--- config.mk ---
export PLATFORM = sky130hd
export DESIGN_NAME = idft_frame_sequencer_flat
export DESIGN_NICKNAME = d
export VERILOG_FILES = /design/src/rtl/dsp_ctrl_pkg.sv /design/src/rtl/idft_frame_sequencer_if.sv /design/src/rtl/idft_capture_engine.sv /design/src/rtl/idft_frame_sequencer.sv /design/src/flat_wrapper.sv
export SDC_FILE = /design/constraint.sdc
export NUM_CORES = 2
export LEC_CHECK = 0
export CAP_MARGIN = 20
export CORE_MARGIN = 8
export CORE_UTILIZATION = 55
export DETAILED_ROUTE_END_ITERATION = 8
export PLACE_DENSITY_LB_ADDON = 0.2
export SLEW_MARGIN = 20
export SYNTH_ARGS = -nofsm -noshare
export SYNTH_HDL_FRONTEND = slang
export SYNTH_SLANG_ARGS = --single-unit
--- constraint.sdc ---
create_clock -name clk -period 11.8 [get_ports clk]
set_input_delay 2.36 -clock clk [delete_from_list [all_inputs] [get_ports clk]]
set_output_delay 2.36 -clock clk [all_outputs]
set_load 0.05 [all_outputs]
--- src/rtl/dsp_ctrl_pkg.sv ---
// dsp_ctrl_pkg: shared state, error and sample types for the IDFT frame sequencer
package dsp_ctrl_pkg;
  localparam int IDFT_FRAME_CYCLES = 32;
  localparam logic [1:0] ERR_NONE = 2'b00;
  localparam logic [1:0] ERR_TIMEOUT = 2'b01;
  localparam logic [1:0] ERR_LOCKED = 2'b10;
  typedef enum logic [2:0] {IDLE, ISSUE, FEED, DRAIN, FIN} idft_seq_state_t;
  typedef struct packed {
    logic [15:0] x3;
    logic [15:0] x2;
    logic [15:0] x1;
    logic [15:0] x0;
  } idft_sample_t;
endpackage

--- src/rtl/idft_frame_sequencer_if.sv ---
// idft_frame_sequencer_if: streaming port between the frame sequencer and the IDFT core
interface idft_frame_sequencer_if;
  logic core_next;
  logic [15:0] core_x0;
  logic [15:0] core_x1;
  logic [15:0] core_x2;
  logic [15:0] core_x3;
  logic core_next_out;
  logic [15:0] core_y0;
  logic [15:0] core_y1;
  logic [15:0] core_y2;
  logic [15:0] core_y3;
  modport master(output core_next, core_x0, core_x1, core_x2, core_x3,
                 input core_next_out, core_y0, core_y1, core_y2, core_y3);
  modport slave(input core_next, core_x0, core_x1, core_x2, core_x3,
                output core_next_out, core_y0, core_y1, core_y2, core_y3);
endinterface

--- src/rtl/idft_capture_engine.sv ---
// idft_capture_engine: once armed, stores the FRAME_CYCLES Y samples following next_out into the output buffer
module idft_capture_engine import dsp_ctrl_pkg::*; #(
  parameter int FRAME_CYCLES = IDFT_FRAME_CYCLES,
  parameter int ADDR_W = 5
) (
  input  logic              clk,
  input  logic              rst,
  input  logic              arm,
  input  logic              disarm,
  input  logic              next_out,
  input  idft_sample_t      y,
  input  logic [ADDR_W-1:0] rd_addr,
  output logic [63:0]       rd_data,
  output logic              active,
  output logic              complete
);
  localparam logic [ADDR_W-1:0] LAST = ADDR_W'(FRAME_CYCLES - 1);
  idft_sample_t mem [FRAME_CYCLES];
  logic armed_q, armed_d, cap_q, cap_d, complete_q, complete_d, go, wrap;
  logic [ADDR_W-1:0] idx_q, idx_d;
  logic [63:0] rd_data_q;
  // disarm wins over a coincident next_out so a timed-out frame never writes
  always_comb begin
    go = armed_q && next_out && !disarm;
    wrap = cap_q && idx_q == LAST;
    armed_d = arm || (armed_q && !go && !disarm);
    cap_d = !arm && (go || (cap_q && !wrap));
    idx_d = (cap_q && !arm) ? idx_q + ADDR_W'(1) : '0;
    complete_d = !arm && (wrap || complete_q);
  end
  always_ff @(posedge clk or negedge rst)
    if (!rst) begin
      armed_q <= 1'b0;
      cap_q <= 1'b0;
      complete_q <= 1'b0;
      idx_q <= '0;
      rd_data_q <= '0;
    end else begin
      armed_q <= armed_d;
      cap_q <= cap_d;
      complete_q <= complete_d;
      idx_q <= idx_d;
      rd_data_q <= mem[rd_addr];
    end
  always_ff @(posedge clk)
    if (cap_q) mem[idx_q] <= y;
  assign rd_data = rd_data_q;
  assign active = cap_q;
  assign complete = complete_q;
endmodule

--- src/rtl/idft_frame_sequencer.sv ---
// idft_frame_sequencer: feeds one buffered 64-point frame into the IDFT core and gathers its output frame
module idft_frame_sequencer import dsp_ctrl_pkg::*; #(
  parameter int FRAME_CYCLES = IDFT_FRAME_CYCLES,
  parameter int ADDR_W = 5,
  parameter int TIMEOUT_CYCLES = 1024
) (
  input  logic              clk,
  input  logic              rst,
  input  logic              in_wr_en,
  input  logic [ADDR_W-1:0] in_wr_addr,
  input  logic [63:0]       in_wr_data,
  input  logic [ADDR_W-1:0] out_rd_addr,
  output logic [63:0]       out_rd_data,
  input  logic              start,
  input  logic              key_loaded,
  output logic              busy,
  output logic              done,
  output logic [1:0]        error,
  idft_frame_sequencer_if.master core
);
  localparam int TW = $clog2(TIMEOUT_CYCLES + 1);
  localparam logic [TW-1:0] TMO = TW'(TIMEOUT_CYCLES);
  localparam logic [ADDR_W-1:0] LAST = ADDR_W'(FRAME_CYCLES - 1);
  idft_seq_state_t state_q, state_d;
  logic [ADDR_W-1:0] k_q, k_d;
  logic [TW-1:0] tmo_q, tmo_d;
  logic [1:0] error_q, error_d;
  logic busy_q, done_q, core_next_q, arm, disarm, cap_active, cap_complete;
  idft_sample_t in_mem [FRAME_CYCLES];
  idft_sample_t x;
  always_ff @(posedge clk)
    if (in_wr_en && !busy_q) in_mem[in_wr_addr] <= in_wr_data;
  always_comb begin
    state_d = state_q;
    k_d = k_q;
    error_d = error_q;
    arm = state_q == ISSUE;
    disarm = 1'b0;
    tmo_d = state_q == ISSUE ? '0 : ((state_q == FEED || state_q == DRAIN) && tmo_q != TMO) ? tmo_q + TW'(1) : tmo_q;
    case (state_q)
      IDLE: begin
        state_d = !start ? IDLE : key_loaded ? ISSUE : FIN;
        error_d = !start ? error_q : key_loaded ? ERR_NONE : ERR_LOCKED;
      end
      ISSUE: begin
        state_d = FEED;
        k_d = '0;
      end
      FEED: begin
        k_d = k_q + ADDR_W'(1);
        state_d = k_q == LAST ? DRAIN : FEED;
      end
      DRAIN: begin
        disarm = !cap_complete && !cap_active && tmo_q == TMO;
        state_d = (cap_complete || disarm) ? FIN : DRAIN;
        error_d = cap_complete ? ERR_NONE : disarm ? ERR_TIMEOUT : error_q;
      end
      FIN: state_d = IDLE;
      default: state_d = IDLE;
    endcase
    x = state_q == FEED ? in_mem[k_q] : '0;
  end
  always_ff @(posedge clk or negedge rst)
    if (!rst) begin
      state_q <= IDLE;
      k_q <= '0;
      tmo_q <= '0;
      error_q <= ERR_NONE;
      busy_q <= 1'b0;
      done_q <= 1'b0;
      core_next_q <= 1'b0;
    end else begin
      state_q <= state_d;
      k_q <= k_d;
      tmo_q <= tmo_d;
      error_q <= error_d;
      busy_q <= state_d == ISSUE || state_d == FEED || state_d == DRAIN;
      done_q <= state_d == FIN;
      core_next_q <= state_d == ISSUE;
    end
  idft_capture_engine #(.FRAME_CYCLES(FRAME_CYCLES), .ADDR_W(ADDR_W)) u_cap (
    .clk(clk),
    .rst(rst),
    .arm(arm),
    .disarm(disarm),
    .next_out(core.core_next_out),
    .y({core.core_y3, core.core_y2, core.core_y1, core.core_y0}),
    .rd_addr(out_rd_addr),
    .rd_data(out_rd_data),
    .active(cap_active),
    .complete(cap_complete)
  );
  assign busy = busy_q;
  assign done = done_q;
  assign error = error_q;
  assign core.core_next = core_next_q;
  assign core.core_x0 = x.x0;
  assign core.core_x1 = x.x1;
  assign core.core_x2 = x.x2;
  assign core.core_x3 = x.x3;
endmodule

--- src/flat_wrapper.sv ---
// flat-port wrapper written by rule: the top's interface ports become plain ports
module idft_frame_sequencer_flat import dsp_ctrl_pkg::*;
#(
  parameter int FRAME_CYCLES = IDFT_FRAME_CYCLES,
  parameter int ADDR_W = 5,
  parameter int TIMEOUT_CYCLES = 1024
)
  (clk, rst, in_wr_en, in_wr_addr, in_wr_data, out_rd_addr, out_rd_data, start, key_loaded, busy, done, error, core_core_next, core_core_x0, core_core_x1, core_core_x2, core_core_x3, core_core_next_out, core_core_y0, core_core_y1, core_core_y2, core_core_y3);
  idft_frame_sequencer_if core_i ();
  input  logic clk;
  input  logic rst;
  input  logic in_wr_en;
  input  logic [ADDR_W-1:0] in_wr_addr;
  input  logic [63:0] in_wr_data;
  input  logic [ADDR_W-1:0] out_rd_addr;
  output logic [63:0] out_rd_data;
  input  logic start;
  input  logic key_loaded;
  output logic busy;
  output logic done;
  output logic [1:0] error;
  output wire logic [$bits(core_i.core_next)-1:0] core_core_next;
  output wire logic [$bits(core_i.core_x0)-1:0] core_core_x0;
  output wire logic [$bits(core_i.core_x1)-1:0] core_core_x1;
  output wire logic [$bits(core_i.core_x2)-1:0] core_core_x2;
  output wire logic [$bits(core_i.core_x3)-1:0] core_core_x3;
  input wire logic [$bits(core_i.core_next_out)-1:0] core_core_next_out;
  input wire logic [$bits(core_i.core_y0)-1:0] core_core_y0;
  input wire logic [$bits(core_i.core_y1)-1:0] core_core_y1;
  input wire logic [$bits(core_i.core_y2)-1:0] core_core_y2;
  input wire logic [$bits(core_i.core_y3)-1:0] core_core_y3;
  assign core_core_next = core_i.core_next;
  assign core_core_x0 = core_i.core_x0;
  assign core_core_x1 = core_i.core_x1;
  assign core_core_x2 = core_i.core_x2;
  assign core_core_x3 = core_i.core_x3;
  assign core_i.core_next_out = core_core_next_out;
  assign core_i.core_y0 = core_core_y0;
  assign core_i.core_y1 = core_core_y1;
  assign core_i.core_y2 = core_core_y2;
  assign core_i.core_y3 = core_core_y3;
  idft_frame_sequencer #(.FRAME_CYCLES(FRAME_CYCLES), .ADDR_W(ADDR_W), .TIMEOUT_CYCLES(TIMEOUT_CYCLES)) u_core (.clk(clk), .rst(rst), .in_wr_en(in_wr_en), .in_wr_addr(in_wr_addr), .in_wr_data(in_wr_data), .out_rd_addr(out_rd_addr), .out_rd_data(out_rd_data), .start(start), .key_loaded(key_loaded), .busy(busy), .done(done), .error(error), .core(core_i));
endmodule
== Word-level counts from Yosys, hierarchy flattened ==
Memory sizes are Yosys's and may differ from the RTL's. A register that Yosys moved wholly into a read port is not among the register bits.
Cells that the tools add are included.
Operators by class
  mux-type cells: 20
  bitwise operators: 0
  shift operators: 0
  equal/unequal tests: 13
  divide/modulo/power cells: 0
  magnitude comparators: 0
  multiply operators: 0
  $add $sub $neg: 3
  reduce and logical (&&, ||, !) cells: 33
Operators by type and width (count)
  $mux W64: 1
  $mux W11: 2
  $logic_and A1 B1 Y1: 13
  $eq A3 B2 Y1 const B: 4
  $pmux W3 S4: 1
  $add A11 B1 Y11 const B: 1
  $eq A11 B11 Y1 const B: 1
  $ne A11 B11 Y1 const B: 1
  $add A5 B1 Y5 const B: 2
  $eq A5 B5 Y1 const B: 2
  $pmux W5 S2: 1
  $mux W3: 3
  $logic_not A1 Y1: 8
  $mux W2: 4
  $logic_or A1 B1 Y1: 7
  $eq A3 B1 Y1 const B: 2
  $mux W1: 6
  $reduce_bool A2 Y1: 3
  $mux W5: 1
  $pmux W2 S2: 1
  $eq A3 B3 Y1 const B: 1
  $logic_not A3 Y1: 1
  $ne A3 B3 Y1 const B: 1
  $reduce_and A3 Y1: 1
  $ne A2 B2 Y1 const B: 1
Storage, ports and cells
  bits in latches: 0
  word-level logic and storage cells: 82
  memories kept: 2
  bits in registers: 32
  ROM bits: 0
  output and inout bits: 133
  bits in writable memories: 4096
Memory list
  u_core.in_mem: depth 32, bits a word 64, rd ports 1, clocked after Yosys merged registers in 0, write ports 1, RTL line idft_frame_sequencer.sv:29  | idft_sample_t in_mem [FRAME_CYCLES];
  u_core.u_cap.mem: depth 32, bits a word 64, rd ports 1, clocked after Yosys merged registers in 1, write ports 1, RTL line idft_capture_engine.sv:18  | idft_sample_t mem [FRAME_CYCLES];

== Depth between registers and ports, before layout ==
  depth in word-level cells: 10
  depth in mapped cells: 10

== Modules after synthesis ==
From an unflattened synthesis, not the netlist that was laid out.
Second synthesis, totals
  cell total of the unflattened synthesis: 6963
  area, all modules: 158966.2 um^2
Modules (own cells, without submodules)
  idft_capture_engine: cells each 3227, times used 1, area each 79826.6 um^2
  idft_frame_sequencer: cells each 3736, times used 1, area each 79139.7 um^2

== Least setup slack after synthesis ==
OpenSTA, ideal clock, no wires.
  path type: in2reg
  start point: in in_wr_en
  end point: mem u_core.in_mem[14][0] (netlist bit) (enable)
  buffers on the path: 1
  data required time: 11314 ps
  arrival: 5738 ps
  stages: 4
  setup slack: 5576 ps
  cells stage by stage: nand2b_1 or3b_2 clkbuf_1 nor2_1
On the way
  longest elaborated chain between the ends: 3
RTL lines
  start, declared: RTL line flat_wrapper.sv:12  | input logic in_wr_en;
  $logic_and A1 B1 Y1: RTL line idft_frame_sequencer.sv:32  | if (in_wr_en && !busy_q) in_mem[in_wr_addr] <= in_wr_data;
  $mux W1: RTL line idft_frame_sequencer.sv:32
  $mux W1 (not written as such): RTL line idft_frame_sequencer.sv:32
  end, declared: RTL line idft_frame_sequencer.sv:29
No other way between the ends.

== Final worst setup path ==
  start point: reg u_core.k_q[0]
  end point: out core_core_x0[8]
On the way
  longest elaborated chain between the ends: 2
RTL lines
  start, declared: RTL line idft_frame_sequencer.sv:25  | logic [ADDR_W-1:0] k_q, k_d;
  start signal, assigned: RTL line idft_frame_sequencer.sv:74  | k_q <= k_d;
  $mem_v2 Z32 W64
  $mux W64: RTL line idft_frame_sequencer.sv:61  | x = state_q == FEED ? in_mem[k_q] : '0;
  end, declared: RTL line flat_wrapper.sv:23  | output wire logic [$bits(core_i.core_x0)-1:0] core_core_x0;
No other way between the ends.

==> impl_metrics.ini <==
[detailed_routing]
vias = 74100
ant_nets = 0
drc = 0
initialDrtViolationCount = 9403
wire_per_inst_microns = 33.7
first_pass_iters = 5
via_per_inst = 6.57
finalWirelength_microns = 380000

[logic_synthesis]
synthXorXnorAreaFrac_pct = 0.0552
synth_edf_count = 4096
synth_warnings = 0
synth.yosys.seq_area_share_pct = 79.0
avgSynthCellArea_sq_um = 24.1
synth_ff_type = edfxtp_1
synth_top_cell_area_share_pct = 77.5
yosysTopAreaCell = edfxtp_1
ys_top_cells_by_area = edfxtp_1 (78%), mux4_2 (15%), mux2i_1 (1.9%)
synth-seq-cells = 4192
synth_top_family_by_area = multiplexers
synthMuxAreaShare_pct = 17.7
synthArstFlopShare_pct = 2.29
synth_fa_ha_area_share_pct = 0.0710
synth_compound_area_share_pct = 1.31
syn_nets = 6745
synthesis.area_sq_um = 159000
netlist_instances = 6592
synth.distinct_cells = 47
synthSimpleGateAreaFrac_pct = 0.866

[timing]
fmax_ghz = 0.129
worst_slew_pin_slew_ns = 1.15
fin_crit_ns = 7.73
fin_crit_sh_pct = 65.5
setup_tns_ns = 0
clock_skew_ns = 0.0309
final_max_slew_viol_count = 0
max-slew-margin-rel_pct = 23.0
setup_violations = 0
rsz0062_at_grt = false
hold_viol_final = 0

[critical_path]
critPathArrivalTime_ns = 5.37
max_stage_delay_ns = 0.91
worst_path_dominant_cell_family = buffers and inverters
crit_type = flip-flop to output port
worst_ep_required_time_ns = 9.44
crit_path_start = u_core.k_q[0]$_DFFE_PN0P_
startpoint_type = flip-flop
path_cells = buf_4, buf_12, mux4_2, mux2i_1, o22a_1, o221ai_1, clkdlybuf4s50_1
regToRegStartpoint = u_core.busy$_DFF_PN0_
cp_max_fo = 94
crit_path_top_delay_cell = dfrtp_4
endpoint_kind = output port
worst-path-buf-inv = 3

[clocking]
clock_latency_ns = 0.91
ctsRootBufferMaster = clkbuf_16
clock_sinks = 4192
postCtsResizedCells = 0
path_clk_slew_ns = 0.06
htree_num_levels = 5
numCtsBuffers = 413
cts_tree = done
holdBufCountCts = 0
postCtsSetupBuffers = 0
cts_buffer_depth = 4

[finish]
final_common_cell = edfxtp_1
drive_gt1_share_pct = 27.0
postLayoutCellArea_sq_um = 180000
final_cell_mix = edfxtp_1 (4096), mux4_2 (1073), clkbuf_16 (420), mux2i_1 (307), clkdlybuf4s50_1 (262)
finalNetCount = 7271
area_growth_pct = 13.7

[status]
status = completed

[global_routing]
grt_pass1_wl_microns = 541000
grt_pass1_vias = 75200
overflow = 0
grt_max_degree = 166
antenna_found_initial = 43
grtUsageTotal_pct = 24.4

[placed_design]
dpl_cell_area_sq_um = 167000
routabilityCongestion = 0.753
port_buffers = 276
dpl.hpwl_microns = 187000

[power_and_ir_drop]
power_density_nw_per_um2 = 202
p_leak_nw = 56.0
ir_drop_mv = 0.197

[floorplanning]
ios = 277
core_area_sq_um = 288000
initial_utilization_pct = 55.2
die_y_microns = 553
dieArea_sq_um = 306000
die_w_microns = 553
placementRows = 197

[run]
cap_viol_max_count = 0

[worst_hold_path]
hp-class = flip-flop to flip-flop
hp-start = u_core.u_cap.idx_q[0]$_DFF_PN0_
==> registers in the layout (all words and copies together), names as in the netlist <==
signal,count
u_core.u_cap.idx_q,5
u_core.u_cap.rd_data,64
u_core.core.core_next,1
u_core.done,1
u_core.state_q,3
u_core.u_cap.active,1
u_core.tmo_q,11
u_core.u_cap.mem,2048
u_core.u_cap.complete,1
u_core.k_q,5
u_core.in_mem,2048
u_core.u_cap.armed_q,1
u_core.busy,1
u_core.error,2
==> per-stage QoR <==
stage | utilization [%] | setup slack (ns) | power (mW) | hold WS [ns] | std cells
2_1_floorplan | - | 5.58 | 21.5 | 0.472 | 6592
3_3_place_gp | 57.9 | 4.92 | 23.4 | 0.497 | 10500
3_5_place_dp | 57.9 | 4.90 | 23.4 | 0.520 | 10500
4_1_cts | 62.7 | 3.87 | 36.7 | 0.529 | 11300
5_1_grt | 62.7 | 3.75 | 37.6 | 0.551 | 11300
6_report | 62.7 | 4.07 | 36.4 | 0.535 | 11300
==> logic make-up after synthesis <==
group / Yosys count
flops: 4192
xor+xnor: 10
simple gates: 297
fa+ha+maj: 9
compound gates: 274
mux: 1453
buf+inv: 357
==> path summary, 6_finish.rpt <==
check,cells after the start,slack (ns),to
max reg2reg,4,7.49,u_core.in_mem[27][25]$_DFFE_PP_
max,7,4.07,core_core_x0[8]
min,1,0.54,u_core.u_cap.idx_q[0]$_DFF_PN0_
min in group asynchronous,1,1.51,u_core.u_cap.rd_data[42]$_DFF_PN0_
min reg2reg,1,0.54,u_core.u_cap.idx_q[0]$_DFF_PN0_
max in group asynchronous,2,8.84,u_core.k_q[1]$_DFFE_PN0P_
==> where the power goes <==
part	internal (mW)	leakage [nW]	switching (mW)
registers	16.7	38.0	0.240
logic	2.61	11.2	3.46
clock network	7.84	6.76	5.50
==> synth_stat cells, drive strengths merged, types with 2 or more instances <==
master and number:
xor2 5, a22o 16, nand4 3, o21ai 16
clkbuf 165, and3 4, mux2i 307, o22ai 24
mux4 1073, xnor2 5, o22a 64, and2 2
o221ai 65, or3 6, dfrtp 96, nand3 14
a22oi 10, or3b 4, ha 9, nand4b 3
a211oi 25, nor2 101, mux2 73, nand2 97
inv 11, buf 181, nand3b 9, a21oi 36
a31oi 10, o211ai 3, nor3 14, nor2b 17
or2 5, nor4 7, edfxtp 4096, or4b 5
nand2b 6
==> per-layer routing <==
| layer | global-route usage [%] | up-vias | share of wire [%] |
|---|---|---|---|
| li1 | - | 29400 | - |
| met1 | 37.3 | 40600 | 42 |
| met2 | 37.7 | 3557 | 47 |
| met3 | 3.84 | 497 | 8.8 |
| met4 | 5.64 | 12 | 2.1 |
| met5 | 0 | - | 0.018 |
==> cell type report <==
cell class,instances,area [sq um]
clock inverters,254,2770
multi-input cells,2043,32200
repair buffers,457,4250
inverters,11,41.3
well taps,3781,4730
diodes,17,42.5
clock buffers,515,11000
flip-flops and latches,4192,125000
fillers,18900,107000
==> worst reg2reg max path, cell delays in order, from the launching register on <==
cell,delay [ns]
dfrtp_1,0.55
nand4b_1,0.94
nor2_4,1.08
buf_4,0.62
buf_4,0.69
Power figures use the tool's default switching activity.
